<file path="config.mk">
export PLATFORM = sky130hd
export DESIGN_NAME = fetch_stage
export DESIGN_NICKNAME = d
export VERILOG_FILES = /design/src/rtl/pipeline_pkg.sv /design/src/rtl/if_id_reg.sv /design/src/rtl/fetch_stage.sv
export SDC_FILE = /design/constraint.sdc
export NUM_CORES = 1
export LEC_CHECK = 0
export CAP_MARGIN = 20
export CORE_MARGIN = 4
export CORE_UTILIZATION = 46
export DETAILED_ROUTE_END_ITERATION = 7
export PLACE_DENSITY = 0.86
export SETUP_SLACK_MARGIN = 0.2
export SYNTH_ARGS = -nofsm -noshare
export SYNTH_HDL_FRONTEND = slang
export SYNTH_SLANG_ARGS = --single-unit
</file>
<file path="constraint.sdc">
create_clock -name clk -period 3.6 [get_ports clk]
set_clock_uncertainty 0.15 [all_clocks]
set_input_delay 1.08 -clock clk [delete_from_list [all_inputs] [get_ports clk]]
set_output_delay 1.08 -clock clk [all_outputs]
set_load 0.02 [all_outputs]
</file>
<file path="src/rtl/pipeline_pkg.sv">
// Shared pipeline types and defaults.
// IF/ID bundle is reused by later stages.
package pipeline_pkg;

  localparam int XLEN_DEF = 32;
  localparam logic [31:0] RESET_PC_DEF = 32'h0000_0000;
  localparam logic [31:0] NOP_INSTR_DEF = 32'h0000_0013;

  typedef enum logic {
    FETCH,
    DRAIN
  } fetch_state_t;

  typedef struct packed {
    logic [XLEN_DEF-1:0] pc;
    logic [31:0] instr;
    logic valid;
  } if_id_t;

endpackage

</file>
<file path="src/rtl/if_id_reg.sv">
// IF/ID pipeline register.
// Flush forces a bubble and wins over the write enable.
module if_id_reg
  import pipeline_pkg::*;
#(
  parameter logic [31:0] NOP_INSTR = NOP_INSTR_DEF
) (
  input  logic   clk,
  input  logic   rst,
  input  logic   write,
  input  logic   flush,
  input  if_id_t d,
  output if_id_t q
);

  always_ff @(posedge clk) begin
    if (rst) begin
      q <= '{pc: '0, instr: NOP_INSTR, valid: 1'b0};
    end else if (flush) begin
      q <= '{pc: d.pc, instr: NOP_INSTR, valid: 1'b0};
    end else if (write) begin
      q <= d;
    end
  end

endmodule

</file>
<file path="src/rtl/fetch_stage.sv">
// IF stage: PC, next-PC select, imem handshake
// and the IF/ID register.
module fetch_stage
  import pipeline_pkg::*;
#(
  parameter int XLEN = XLEN_DEF,
  parameter logic [XLEN-1:0] RESET_PC = RESET_PC_DEF,
  parameter logic [31:0] NOP_INSTR = NOP_INSTR_DEF
) (
  input  logic            clk,
  input  logic            rst,
  input  logic            PCwrite,
  input  logic            IF_IDwrite,
  input  logic            flush,
  input  logic [XLEN-1:0] branch_target,
  output logic            imem_req,
  output logic [XLEN-1:0] imem_addr,
  input  logic            imem_ready,
  input  logic [31:0]     imem_rdata,
  output logic [XLEN-1:0] if_id_pc,
  output logic [31:0]     if_id_instr,
  output logic            if_id_valid
);

  fetch_state_t state, state_n;
  logic [XLEN-1:0] pc, pc_n;
  logic [XLEN-1:0] addr, addr_n;
  logic [XLEN-1:0] tgt;
  logic req, fire, take;
  logic unused;
  if_id_t if_id_d, if_id_q;

  assign tgt = {branch_target[XLEN-1:2], 2'b00};
  assign unused = ^branch_target[1:0];
  assign fire = req & imem_ready;

  always_ff @(posedge clk) begin
    if (rst) state <= FETCH;
    else state <= state_n;
  end

  // A flush with a request still in flight must
  // let that wrong-path transfer finish first.
  always_comb begin
    state_n = state;
    unique case (state)
      FETCH: if (flush && req && !imem_ready) state_n = DRAIN;
      DRAIN: if (imem_ready) state_n = FETCH;
    endcase
  end

  always_comb begin
    take = (state == FETCH) && fire && PCwrite;
    pc_n = pc;
    if (flush) pc_n = tgt;
    else if (take) pc_n = pc + XLEN'(4);
    addr_n = (state_n == FETCH) ? pc_n : addr;
    if_id_d.pc = pc;
    if_id_d.instr = take ? imem_rdata : NOP_INSTR;
    if_id_d.valid = take;
  end

  always_ff @(posedge clk) begin
    if (rst) begin
      pc   <= RESET_PC;
      addr <= RESET_PC;
      req  <= 1'b0;
    end else begin
      pc   <= pc_n;
      addr <= addr_n;
      req  <= 1'b1;
    end
  end

  if_id_reg #(
    .NOP_INSTR(NOP_INSTR)
  ) u_if_id (
    .clk  (clk),
    .rst  (rst),
    .write(IF_IDwrite),
    .flush(flush),
    .d    (if_id_d),
    .q    (if_id_q)
  );

  assign imem_req = req;
  assign imem_addr = addr;
  assign if_id_pc = if_id_q.pc;
  assign if_id_instr = if_id_q.instr;
  assign if_id_valid = if_id_q.valid;

endmodule
</file>
# Yosys cells after proc, flatten, opt, wreduce, memory -nomap -nowiden
# Cells that the tools add are included.
# op_classes
addsub	1
n_mul	0
div_mod_pow	0
magnitude_cmp	0
eq_ne	0
shifts	0
mux	9
n_bitwise	2
reduce_logical	7
# op_table
operator	n
2-to-1 mux 65 bit	2
2-to-1 mux 32 bit	3
adder 32 x 3 -> 32 bit, second input constant	1
logical AND 1 bit	4
2-to-1 mux 1 bit	3
one-hot mux 1 bit (2 select lines)	1
nonzero test 2 bit	1
OR reduction 2 bit	1
AND 1 bit	1
logical NOT 1 bit	1
inverter 1 bit	1
# word_totals
ff_bits	131
latch_bits	0
ram_bits	0
romBits	0
inputBits	70
out_inout_bits	98
word_cells	26
memories	0

# Depth between registers and ports, before layout
# Gate-level depths: netlist of the first run.
# depth
ltp_word	6
mapped_depth	7
mapped_depth_nobuf	6

# By module
# A second synthesis of the first run with hierarchy kept.
# unflattened
hier_cells	633
area_unflattened_um2	5765.5
# by_module_without_submodules
mod	instances	cells_per_inst	area_per_inst_um2	seq_area_each_um2
fetch_stage	1	380	3253.1	1321.3
if_id_reg	1	253	2512.4	1301.2

# Worst setup path before layout of the first run
# OpenSTA, ideal clock, no wires.
# synth_path
kind	input -> register
start	in imem_ready
end	reg addr[24] (netlist: imem_addr[24])
setup_time_ns	0.115
arrival_ns	2.579
required_ns	3.335
slack_ns	0.757
path_stages	6
n_path_buf	1
path_cell_list	nand4b_1 or4_1 buf_2 o21a_1 o31a_1 a21bo_1
# synth_between
elab_chain_cells	5
word_cells_on_any_way	10
cone_classes	mux: 5; bitwise: 1; reduce/logical: 4
# synth_lines
item	line_no	rtl
start, declared	fetch_stage.sv:18	input logic imem_ready,
AND 1 bit	fetch_stage.sv:35	assign fire = req & imem_ready;
logical AND 1 bit (2 in a row)	fetch_stage.sv:53	take = (state == FETCH) && fire && PCwrite;
2-to-1 mux 32 bit	fetch_stage.sv:56	else if (take) pc_n = pc + XLEN'(4);
2-to-1 mux 32 bit	fetch_stage.sv:55	if (flush) pc_n = tgt;
end signal, assigned	fetch_stage.sv:70	addr <= addr_n;
end, declared	fetch_stage.sv:27	logic [XLEN-1:0] addr, addr_n;
# Several ways; a longest one is shown, not always the timed one.
# A chain may end at the register's enable or synchronous reset.

# Worst setup path in the final report of the first run
# layout_path
start	in imem_ready
end	reg addr[15] (netlist: imem_addr[15])
# The elaborated chain is that of the path after synthesis.

==> results of run 1 <==
## synth_stat cells, drive strengths merged, types with 2 or more instances
master,count
a211oi,6
a21oi,73
a311oi,2
a31o,8
a31oi,2
and2,3
and4,3
buf,6
clkbuf,42
dfxtp,131
inv,7
mux2i,5
nand2,93
nand2b,30
nand3,56
nand4,21
nor2,40
nor2b,2
nor3,28
nor3b,4
nor4,8
o21a,5
o21ai,10
o22a,8
o31ai,8
o41ai,6
or2,2
or3,3
or4,2
xnor2,8
xor2,3
## critical path, delay by kind of cell
| kind | cells | cell delay, ns |
|---|---|---|
| AOI/OAI and AO/OA | 2 | 0.53 |
| buffers and inverters | 2 | 0.73 |
| and+or+nand+nor | 3 | 0.86 |
## flip-flops by register name, indices dropped and copies added (netlist names)
signal / flops
imem_addr: 32
state: 1
pc: 32
imem_req: 1
u_if_id.q: 65
## power by group
group	total (mW)	switching [mW]	leakage, nW	internal (mW)
Combinational	0.451	0.232	1.33	0.219
Sequential	1.60	0.0731	1.07	1.52
Clock	2.08	0.624	0.344	1.46
Total	4.13	0.929	2.75	3.20
## how the worst max path moves through the flow
stage                          start             to  slack [ns]
final                     imem_ready  imem_addr[15]        0.61
after global placement    imem_ready  imem_addr[24]        0.27
after global routing      imem_ready  imem_addr[21]        0.40
after detailed placement  imem_ready  imem_addr[24]        0.22
after CTS                 imem_ready  imem_addr[15]        0.62
after floorplan           imem_ready  imem_addr[24]        0.76
## cell type report
cell class	count	share of cell area, %
Tap cell	143	2.28
Sequential cell	131	33.5
Inverter	8	0.383
Clock buffer	19	5.65
Timing Repair Buffer	182	22.7
Clock inverter	13	3.55
Multi-Input combinational cell	451	32.0
## logic make-up after synthesis
group	Yosys count	synth area share, %
DFF	131	49.2
and+or+nand+nor	298	27.7
adders and majority gates	1	0.235
muxes	6	1.15
AOI/OAI and AO/OA	135	16.0
buffers and inverters	56	3.97
xor gates and xnor gates	11	1.81
## metal layers
metal / part of all wire (%) / vias to the layer above / routed length (um)
met1: 42 / 2545 / 7110
li1: - / 2570 / -
met3: 8.6 / 51 / 1450
met5: 0 / - / 0
met4: 3.0 / 0 / 510
met2: 46 / 248 / 7810
## through the flow
step | hold slack, ns | cells
finish | 0.301 | 947
global route | 0.324 | 947
CTS | 0.302 | 947
detailed placement | 0.295 | 915
global placement | 0.290 | 914
floorplan | 0.282 | 638
==> out/results.txt, run 1 <==
The first global-routing pass estimated 26500 um of wire. The clock input transition at the sequential cells of the worst setup and hold paths works out to 0.06 ns. Post-CTS timing repair inserted 0 buffers for setup. The hold-critical path endpoint is u_if_id.q[48].

For met1 alone, demand over resource in global routing was 31.8%. The number of gates resized after CTS was 0. The worst setup path is launched from a primary input. The setup slack of the most critical reg-to-reg path is 1.18 ns, and the average size of a mapped cell is 8.36 um2.

The floorplan has 39 rows. The number of different library cells used by synthesis comes to 51. The delay of the slowest critical-path stage is 0.54 ns. TritonCTS created 17 clock buffers.

IR analysis of the VDD net gives a maximum drop of 0.294 mV. The cell that appears most often on the critical path is or3_1. For this run, the top clock speed supported by timing is 334 MHz. The maximum number of pins on one net before global-route repair came out at 70.

Setup repair after global routing left no endpoint under its margin. Synthesis produced a netlist with a net count of 709. In this run the tool buffered the top-level ports with 165 buffer cells.

For this run, the number of Yosys warnings is 0. TritonCTS built the clock tree. In the final layout, flip-flops and latches occupy 2620 um2. The tools report the worst reg2reg path endpoint as imem_addr[24]. In this run, synthesis inferred 0 flip-flops with an integrated enable. The run gives 5 as the iteration count of the initial detailed-routing pass. The DRC violation total after the first TritonRoute iteration is 396.

Once placement finished, the instance area stood at 7110 um2. The category of the critical setup timing path is primary input to register. For this design the static power due to leakage is 2.75 nW.

The die covers 13400 um2. The later pin in the worst-skew pair is clocked with a latency of 0.41 ns. Sorting the synthesized cells by area gives the leading types as dfxtp_1, a21oi_1, nand2_1. The mapped netlist covers 5330 um2.

The via count of the first global-routing pass was 5301. Hold repair after CTS inserted 0 buffers. The run gives 44.0% as the relative slew slack. dfxtp_1 takes more of the synthesized area than any other cell. Max-cap violations in this run came to 0. Once layout is complete, the utilization of the core stands at 68.9%. After routing, the total negative slack on setup checks comes to 0 ns.

Of all nets on the critical path, the largest fanout is 6. Data arrives at the worst endpoint at 3.19 ns. The startpoint of the lowest-slack hold path was u_if_id.q[48]. Busiest layer in global routing: met2. After synthesis, the share of flip-flops with an asynchronous set or reset is 0%.

The minimum clock period after layout is 2.99 ns. The max-slew violation total from the final report is 0. The gate count after technology mapping was 638; the ratio of total power to cell area was 527 nW/um2.

The endpoint kind of the worst setup timing path is a register. The placeable core region was 11400 um2. In this run the biggest area consumer among cell types represents 49.2% of the synthesized area.

For this run the aggregate overflow at the end of global routing stands at 0. Wires add up to 16900 um. STA puts the critical path data required time at 3.80 ns. The overall track demand over capacity in global routing is 25.1%.

Traced cell by cell, the critical path runs through clkdlybuf4s50_1 -> nand4b_1 -> buf_4 -> or3_1 -> or3_1 -> a311oi_1 -> o22a_1. The logs give 4.13 mW for the power after layout and 46.9% for the initial core utilization. The tools report the startpoint of the worst register-to-register path as pc[2]. Setup violations remaining at the end of the flow were counted as 0. Number of hold-slack violations in the final timing report: 0.

The wire-length estimate of the detail-placed layout is 11800 um. Setup slack on the critical path of the routed design comes to 0.607 ns. At the pin with the least slew margin, the transition time is 0.837 ns. The most common cell after layout, fill and taps aside is clkdlybuf4s50_1.

For this block, the via count after detailed routing is 5414. The die is 116 um tall. The tightest min-delay check is of the register to register type.

The number of buffers on the longest clock path is 2. In the final layout, the multi-input gates occupy 2500 um2. The tools report the remaining antenna violation count after routing as 0. Layout-stage area growth over the synthesis result: 46.9%.

For this run, global-route usage on met3 was measured as 5.85%. The via density per instance was 5.72. The cell sitting at the root of the clock tree is a clkbuf_16. On the critical path, the stage with the largest delay is an instance of clkdlybuf4s50_1. Total number of clock tree sinks: 131. The flow ran to the end, and the final reports show no timing, DRC or antenna violations. The most frequently used flop master after synthesis was dfxtp_1. The number of stages on the worst hold path was 2; the flip-flop and latch count after synthesis was 131.

Counting cells, the worst reg-to-reg path comes to 6. After layout, the worst path uses 83.1% of the clock period. During I/O placement, the number of pins put on the boundary was 168. The total number of H-tree levels is 4. The share of the Yosys chip area taken by registers is 49.2%. The tools report the number of diodes added for antenna fixing as 0.

The post-route netlist has 8.33% of its cells at a drive strength greater than 1. Number of antenna violations at the first check in global routing: 0. The average detailed-routed wire length per instance is 17.8 um, and the final layout net count is 862. The congestion estimate from routability-driven global placement came to 0.930. In the layout the commonest cells are clkdlybuf4s50_1, dfxtp_1, nand2_1. In the routed design, unresolved DRC markers number 0. After routing the design area is 7830 um2. The worst-case setup slack after placement was 0.216 ns; the met2 track utilization from global routing was 40.9%. Counting the fill cells in the layout gives 850. From left edge to right edge, the die measures 116 um.
Power figures use the tool's default switching activity.
==> run 2, diff against run 1 <==
==> constraint.sdc (replaced) <==
create_clock -name clk -period 2.78 [get_ports clk]
set_clock_uncertainty 0.15 [all_clocks]
set_input_delay 0.834 -clock clk [delete_from_list [all_inputs] [get_ports clk]]
set_output_delay 0.834 -clock clk [all_outputs]
set_load 0.02 [all_outputs]
==> run 2 against run 1 <==
Net effect:
- non-clock buffer count is 22 higher
- highest routed layer unchanged
- critical path depth is 6 lower
- die area stayed put
- register-to-register slack worse by 0.72 ns
- global-route usage is 0.47 points lower
- flip-flop and latch count stayed put
==> out/results.txt, run 2 (same netlist as run 1, synthesis figures left out) <==
The flow ran to the end, and the final reports show no timing, DRC or antenna violations. The tools report the remaining routing DRC violations as 0 (unchanged). The filler cell count is 878 (was 850), and the remaining antenna violation count after routing is 0 (unchanged). The total half-perimeter wirelength after legalization and detailed placement came out at 12300 um (was 11800 um). The critical path's slowest cell was clkdlybuf4s50_1 (unchanged).

The number of buffers on the longest clock path was 2 (unchanged); the net switching share of the total power was 24.5% (was 22.5%). The DRC violation total after the first TritonRoute iteration was 516 (was 396); the delay of the slowest critical-path stage was 0.63 ns (was 0.54 ns). The number of stages on the worst hold path came out at 2 (unchanged). Register containing the most flip-flops in the final layout: u_if_id.q (unchanged). For the finished layout, the period the worst path requires is 2.40 ns. The tools report the final number of setup-violating endpoints as 0 (unchanged). Share of final-layout standard cells stronger than drive strength 1: 11.5% (was 8.33%). The total number of H-tree levels is 4 (unchanged), and the reported net switching power is 1.18 mW (was 929 uW).

The via count of the first global-routing pass is 5187 (was 5301), and the via density per instance is 5.62 (was 5.72). Number of diodes added for antenna fixing: 0 (unchanged). For the overall track demand over capacity in global routing, the log shows 24.7% (was 25.1%). The clock tree root buffer cell was clkbuf_16 (unchanged).

Layout-stage area growth over the synthesis result: 48.8% (was 46.9%). The sequential power share is 42.9% (was 38.7%), and the clock latency on the worst-skew pair is 0.41 ns (about the same). The critical path's top delay family is buffers and inverters (was simple AND/OR/NAND/NOR gates). For the initial core utilization, the log shows 46.9% (unchanged).

For the worst-case setup slack after placement, the log shows -0.354 ns (was 0.216 ns). The flip-flop count of the largest register after layout is 65 (unchanged). For the routability congestion estimate from global placement, the log shows 0.909 (was 0.930). The setup slack of the most critical reg-to-reg path was 0.46 ns (was 1.18 ns); the maximum number of pins on one net before global-route repair was 66 (was 70). The worst-case setup margin in the final layout was 0.382 ns (was 0.607 ns). The run gives 54.1% (was 44.0%) as the relative slew slack. The ratio of total power to cell area is 606 nW/um2 (was 527 nW/um2). The biggest fanout along the worst timing path works out to 2 (was 6).

The most common cell after layout, fill and taps aside was clkdlybuf4s50_1 (unchanged). The tools report the overflow left after global routing as 0 (unchanged). The number of antenna violations at the first check in global routing was 0 (unchanged). The run gives 11400 um2 (unchanged) as the placeable core region. The internal power was 3.62 mW (was 3.20 mW). The startpoint of the worst register-to-register path was pc[3] (was pc[2]).

The required arrival time at the worst endpoint is 1.80 ns (was 3.80 ns). The wire length of the first global-routing pass was 26200 um (was 26500 um). The number of cells traversed by the worst register-to-register path works out to 7 (was 6).

The share of total power in the clock network is 44.4% (was 50.4%), and the power after layout is 4.80 mW (was 4.13 mW). The number of buffers and inverters on the critical path was 1 (was 2); the share of the clock period used by the worst path after layout was 86.3%. The detailed-route via count is 5437 (was 5414), and the arrival time at the worst endpoint is 1.41 ns (was 3.19 ns). The max-slew violation total from the final report is 0 (unchanged). The tools report the total number of clock tree sinks as 131 (unchanged). The category of the critical setup timing path was register to output pin (was primary input to register). The highest ir drop seen on vdd was 0.375 mV (was 0.294 mV). Iteration count of the initial detailed-routing pass: 6 (was 5). The total detailed-routing wirelength was 16600 um (was 16900 um); the number of I/O pins was 168 (unchanged). Actual transition at the worst max-transition pin: 0.684 ns (was 0.837 ns). The run gives 2620 um2 (unchanged) as the flip-flop and latch area. The tools report the startpoint type of the worst setup path as a register (was a primary input).

Area of the multi-input gates: 2550 um2 (was 2500 um2). Setup repair after global routing left no endpoint under its margin. The die boundary width came out at 116 um (unchanged). Count of input and output buffers: 165 (unchanged). The tools report the static leakage as 2.85 nW (was 2.75 nW).

TritonCTS built the clock tree. Most frequent cells in the layout: clkdlybuf4s50_1, dfxtp_1, nand2_1 (unchanged). The cts-stage hold buffer count was 0 (unchanged).

The number of placement rows was 39 (unchanged). Final layout net count: 884 (was 862). The worst min-delay path class was register to register (unchanged). The clock input transition at the sequential cells of the worst setup and hold paths works out to 0.05 ns (was 0.06 ns).

The endpoint kind of the worst setup timing path is an output pin (was a register). The tools report the startpoint of the lowest-slack hold path as u_if_id.q[43] (was u_if_id.q[48]). The number of max-capacitance violations reported is 0 (unchanged), and the average detailed-routed wire length per instance is 17.1 um (was 17.8 um). Ordered list of cells on the worst path: clkdlybuf4s50_1 (was clkdlybuf4s50_1 -> nand4b_1 -> buf_4 -> or3_1 -> or3_1 -> a311oi_1 -> o22a_1). The tools report the number of buffers created by CTS as 17 (unchanged). The hold-critical path endpoint is u_if_id.q[43] (was u_if_id.q[48]). The logs give 0 (unchanged) for the number of hold-slack violations in the final timing report and 417 MHz for the maximum operating frequency. The logic gate share of total power is 12.7% (was 10.9%), and the floorplan die area is 13400 um2 (unchanged).

The vertical die dimension came out at 116 um (unchanged). Worst reg2reg path endpoint: imem_addr[12] (was imem_addr[24]).
==> run 2: changes by cell type in the layout (fill, tap and decap cells not counted), moves of 3 or more <==
cell and delta:
buf_4 +18, bufinv_16 -6, clkinv_2 +4, nor3_1 -4, buf_12 +3, nor3_2 +3
==> run 2: metrics by stage <==
stage | area (um2) | hold WS [ns] | utilization [%] | std cells | setup TNS [ns]
6_report | 7930 | 0.304 | 69.8 | 967 | 0
4_1_cts | 7890 | 0.302 | 69.4 | 966 | 0
2_1_floorplan | 5340 | 0.282 | - | 638 | 0
3_5_place_dp | 7300 | 0.296 | 64.2 | 936 | -7.65
3_3_place_gp | 7300 | 0.291 | 64.2 | 936 | -6.07
5_1_grt | 7930 | 0.316 | 69.8 | 967 | 0
==> run 2: layer usage <==
layer	vias up	global-route usage, %	part of all wire, %
met1	2565	33.5	45
met4	0	6.96	1.3
met3	23	5.43	7.9
met2	238	39.8	46
met5	-	0	0
li1	2611	-	-
==> run 2: what timing repair did <==
action | 4_1_cts | 5_1_grt
gates resized for setup | 6 | 8
setup endpoints to repair | 15 | 25
pin swaps | 2 | 2
buffers inserted | 0 | 1
==> run 2: how the worst max path moves through the flow <==
stage | startpoint | end | slack [ns] | cells past startpoint
2_1_floorplan | PCwrite | imem_addr[24] | 0.22 | 6
3_3_place_gp | imem_ready | imem_addr[23] | -0.27 | 7
3_5_place_dp | imem_ready | imem_addr[23] | -0.35 | 7
4_1_cts | PCwrite | imem_addr[23] | 0.15 | 7
5_1_grt | pc[24] | imem_addr[25] | 0.33 | 5
6_report | imem_addr[24] | imem_addr[24] | 0.38 | 1
==> run 2: power by group through the flow <==
stage / Sequential (mW) / Combinational (mW) / Clock (mW)
2_1_floorplan: 2.15 / 0.222 / 0
3_5_place_dp: 2.10 / 0.601 / 0
4_1_cts: 2.06 / 0.605 / 2.16
5_1_grt: 2.07 / 0.650 / 2.27
3_3_place_gp: 2.10 / 0.588 / 0
6_report: 2.06 / 0.608 / 2.13
==> run 2: area by class of cell <==
class / count / area share (%)
clock inverter: 10 / 1.39
clock buffer: 20 / 5.76
sequential: 131 / 33.1
timing repair buffer: 204 / 25.0
multi-input combinational: 451 / 32.2
inverter: 8 / 0.379
tap: 143 / 2.26
==> run 2: worst register-to-register path, delay by kind of cell, from the launching register on <==
family                     cells  cell delay, ns
DFF                            1            0.45
AOI/OAI and AO/OA              1            0.09
buffers and inverters          1            0.15
muxes                          1            0.23
and+or+nand+nor                2            0.77
adders and majority gates      1            0.24
xor gates and xnor gates       1            0.14
==> run 3, diff against run 2 <==
--- a/config.mk
+++ b/config.mk
@@ -7,9 +7,10 @@
 export LEC_CHECK = 0
 export CAP_MARGIN = 20
 export CORE_MARGIN = 4
-export CORE_UTILIZATION = 46
+export CORE_UTILIZATION = 30
 export DETAILED_ROUTE_END_ITERATION = 7
-export PLACE_DENSITY = 0.86
+export GPL_ROUTABILITY_DRIVEN = 0
+export PLACE_DENSITY = 0.63
 export SETUP_SLACK_MARGIN = 0.2
 export SYNTH_ARGS = -nofsm -noshare
 export SYNTH_HDL_FRONTEND = slang
==> run 3 against run 2 <==
Net effect:
- flip-flop and latch count is the same
- non-clock buffer count shrank 1
- fmax shrank 1.8%
==> out/results.txt, run 3 (same netlist as run 1, synthesis figures left out) <==
The placeable core region came out at 17400 um2 (was 11400 um2). The tools report the initial core utilization as 30.7% (was 46.9%). Critical path startpoint: imem_addr[16] (was imem_addr[24]). The number of buffers and inverters on the critical path came out at 1 (unchanged). For the share of the core filled with cells, the log shows 46.3% (was 69.8%). The logs give 12.9% (was 12.7%) for the logic gate share of total power and 4 (unchanged) for the total number of H-tree levels.

The startpoint of the lowest-slack hold path is u_if_id.q[37] (was u_if_id.q[43]). The worst hold slack is 0.298 ns (was 0.304 ns), and the sequential power share is 43.3% (was 42.9%). The tools report the number of antenna violations at the first check in global routing as 1 (was 0).

The number of placement rows was 48 (was 39); the arrival time at the worst endpoint was 1.46 ns (was 1.41 ns). The maximum number of pins on one net before global-route repair was 70 (was 66); the total detailed-routing wirelength was 16900 um (was 16600 um). The required arrival time at the worst endpoint came out at 1.80 ns (about the same). The most common cell after layout, fill and taps aside is clkdlybuf4s50_1 (unchanged). The final layout net count was 883 (was 884); the static leakage was 2.84 nW (was 2.85 nW). The critical path's top delay family was buffers and inverters (unchanged). The tools report the number of buffers on the longest clock path as 2 (unchanged).

The startpoint type of the worst setup path was a register (unchanged). The ratio of total power to cell area was 591 nW/um2 (was 606 nW/um2). The max-slew violation total from the final report is 0 (unchanged). The flip-flop count of the largest register after layout was 65 (unchanged); the flip-flop and latch area was 2620 um2 (unchanged).

The area of the multi-input gates came out at 2570 um2 (was 2550 um2). The via density per instance was 4.94 (was 5.62); the average detailed-routed wire length per instance was 16.0 um (was 17.1 um). The tools report the remaining routing DRC violations as 0 (unchanged).

The number of I/O pins is 168 (unchanged), and the actual transition at the worst max-transition pin is 0.628 ns (was 0.684 ns). The vertical die dimension came out at 141 um (was 116 um). The run finished with clean final reports.

The category of the critical setup timing path was register to output pin (unchanged). The number of hold-slack violations in the final timing report was 0 (unchanged). The tools report the share of total power in the clock network as 43.8% (was 44.4%). Count of input and output buffers: 165 (unchanged). The logs give 5 (was 6) for the iteration count of the initial detailed-routing pass and 131 (unchanged) for the total number of clock tree sinks. The clock input transition at the sequential cells of the worst setup and hold paths came out at 0.06 ns (was 0.05 ns). TritonCTS built the clock tree.

The tools report the endpoint kind of the worst setup timing path as an output pin (unchanged). The tools report the overflow left after global routing as 0 (unchanged). Detailed-route via count: 5190 (was 5437). The floorplan die area is 20000 um2 (was 13400 um2), and the highest ir drop seen on vdd is 0.426 mV (was 0.375 mV). The internal power was 3.54 mW (was 3.62 mW); the remaining antenna violation count after routing was 0 (unchanged).

The reported net switching power is 1.21 mW (was 1.18 mW). The worst min-delay path class is register to register (unchanged). The minimum clock period after layout came out at 2.44 ns (was 2.40 ns). The number of buffers created by CTS came out at 17 (unchanged).

The tools report the final number of setup-violating endpoints as 0 (unchanged). The tools report the clock latency on the worst-skew pair as 0.42 ns (was 0.41 ns). The tools report the startpoint of the worst register-to-register path as pc[2] (was pc[3]). The net switching share of the total power was 25.4% (was 24.5%); the die boundary width was 141 um (was 116 um). The run gives 5031 (was 5187) as the via count of the first global-routing pass.

The biggest fanout along the worst timing path works out to 2 (unchanged). The tools report the clock tree root buffer cell as clkbuf_16 (unchanged). The register containing the most flip-flops in the final layout was u_if_id.q (unchanged). Cts-stage hold buffer count: 0 (unchanged).

Critical path's slowest cell: clkdlybuf4s50_1 (unchanged). The DRC violation total after the first TritonRoute iteration was 380 (was 516). The tools report the maximum operating frequency as 409 MHz (was 417 MHz). Setup repair after global routing left no endpoint under its margin.

Share of the clock period used by the worst path after layout: 87.9% (was 86.3%). The overall track demand over capacity in global routing is 16.7% (was 24.7%). Wire length of the first global-routing pass: 26700 um (was 26200 um).

The layout-stage area growth over the synthesis result came out at 50.7% (was 48.8%). Most frequent cells in the layout: clkdlybuf4s50_1, dfxtp_1, nand2_1 (unchanged). The setup slack of the most critical reg-to-reg path is 0.37 ns (was 0.46 ns), and the total half-perimeter wirelength after legalization and detailed placement is 12000 um (was 12300 um). Ordered list of cells on the worst path: clkdlybuf4s50_1 (unchanged). The relative slew slack is 57.8% (was 54.1%), and the filler cell count is 1702 (was 878).

The tools report the number of max-capacitance violations reported as 0 (unchanged). The delay of the slowest critical-path stage was 0.64 ns (was 0.63 ns); the share of final-layout standard cells stronger than drive strength 1 was 11.6% (was 11.5%).
[run 3: power by group through the flow]
stage	Combinational [mW]	Clock, mW	Sequential [mW]
2_1_floorplan	0.222	0	2.15
3_3_place_gp	0.604	0	2.10
3_5_place_dp	0.609	0	2.10
4_1_cts	0.614	2.12	2.06
5_1_grt	0.663	2.22	2.07
6_report	0.614	2.08	2.06
[run 3: repair_timing]
action	4_1_cts	5_1_grt
gates cloned	0	0
pin swaps	0	6
resized for setup	2	13
buffers inserted	0	1
endpoints found under the setup margin	2	26
[run 3: path summary, 6_finish.rpt]
path | to | depth (start not counted)
min reg2reg | u_if_id.q[37] | 2
max reg2reg | imem_addr[24] | 6
min | u_if_id.q[37] | 2
max | imem_addr[16] | 1
[run 3: cell type report]
type                       instances  share of cell area (%)
sequential                       131                    32.6
multi-input combinational        451                    31.9
timing repair buffer             203                    24.7
clock buffer                      22                    5.78
tap                              225                    3.50
clock inverter                    10                    1.04
inverter                           8                   0.374
antenna                            1                  0.0311
[run 3: metal layers]
metal  GRT usage (%)  share of wire, %
met5               0                 0
met4            5.20               1.4
met3            4.01               6.7
met2            25.0                43
met1            23.8                49
[run 3: per-stage QoR]
step / instances / area (um2) / worst slack [ns] / setup TNS, ns / power [mW]
after global placement: 1017 / 7410 / -0.265 / -4.11 / 2.70
final: 1051 / 8040 / 0.337 / 0 / 4.75
after CTS: 1049 / 7970 / 0.217 / 0 / 4.80
after global routing: 1051 / 8040 / 0.265 / 0 / 4.95
after floorplan: 638 / 5340 / 0.221 / 0 / 2.37
after detailed placement: 1017 / 7410 / -0.275 / -4.82 / 2.70
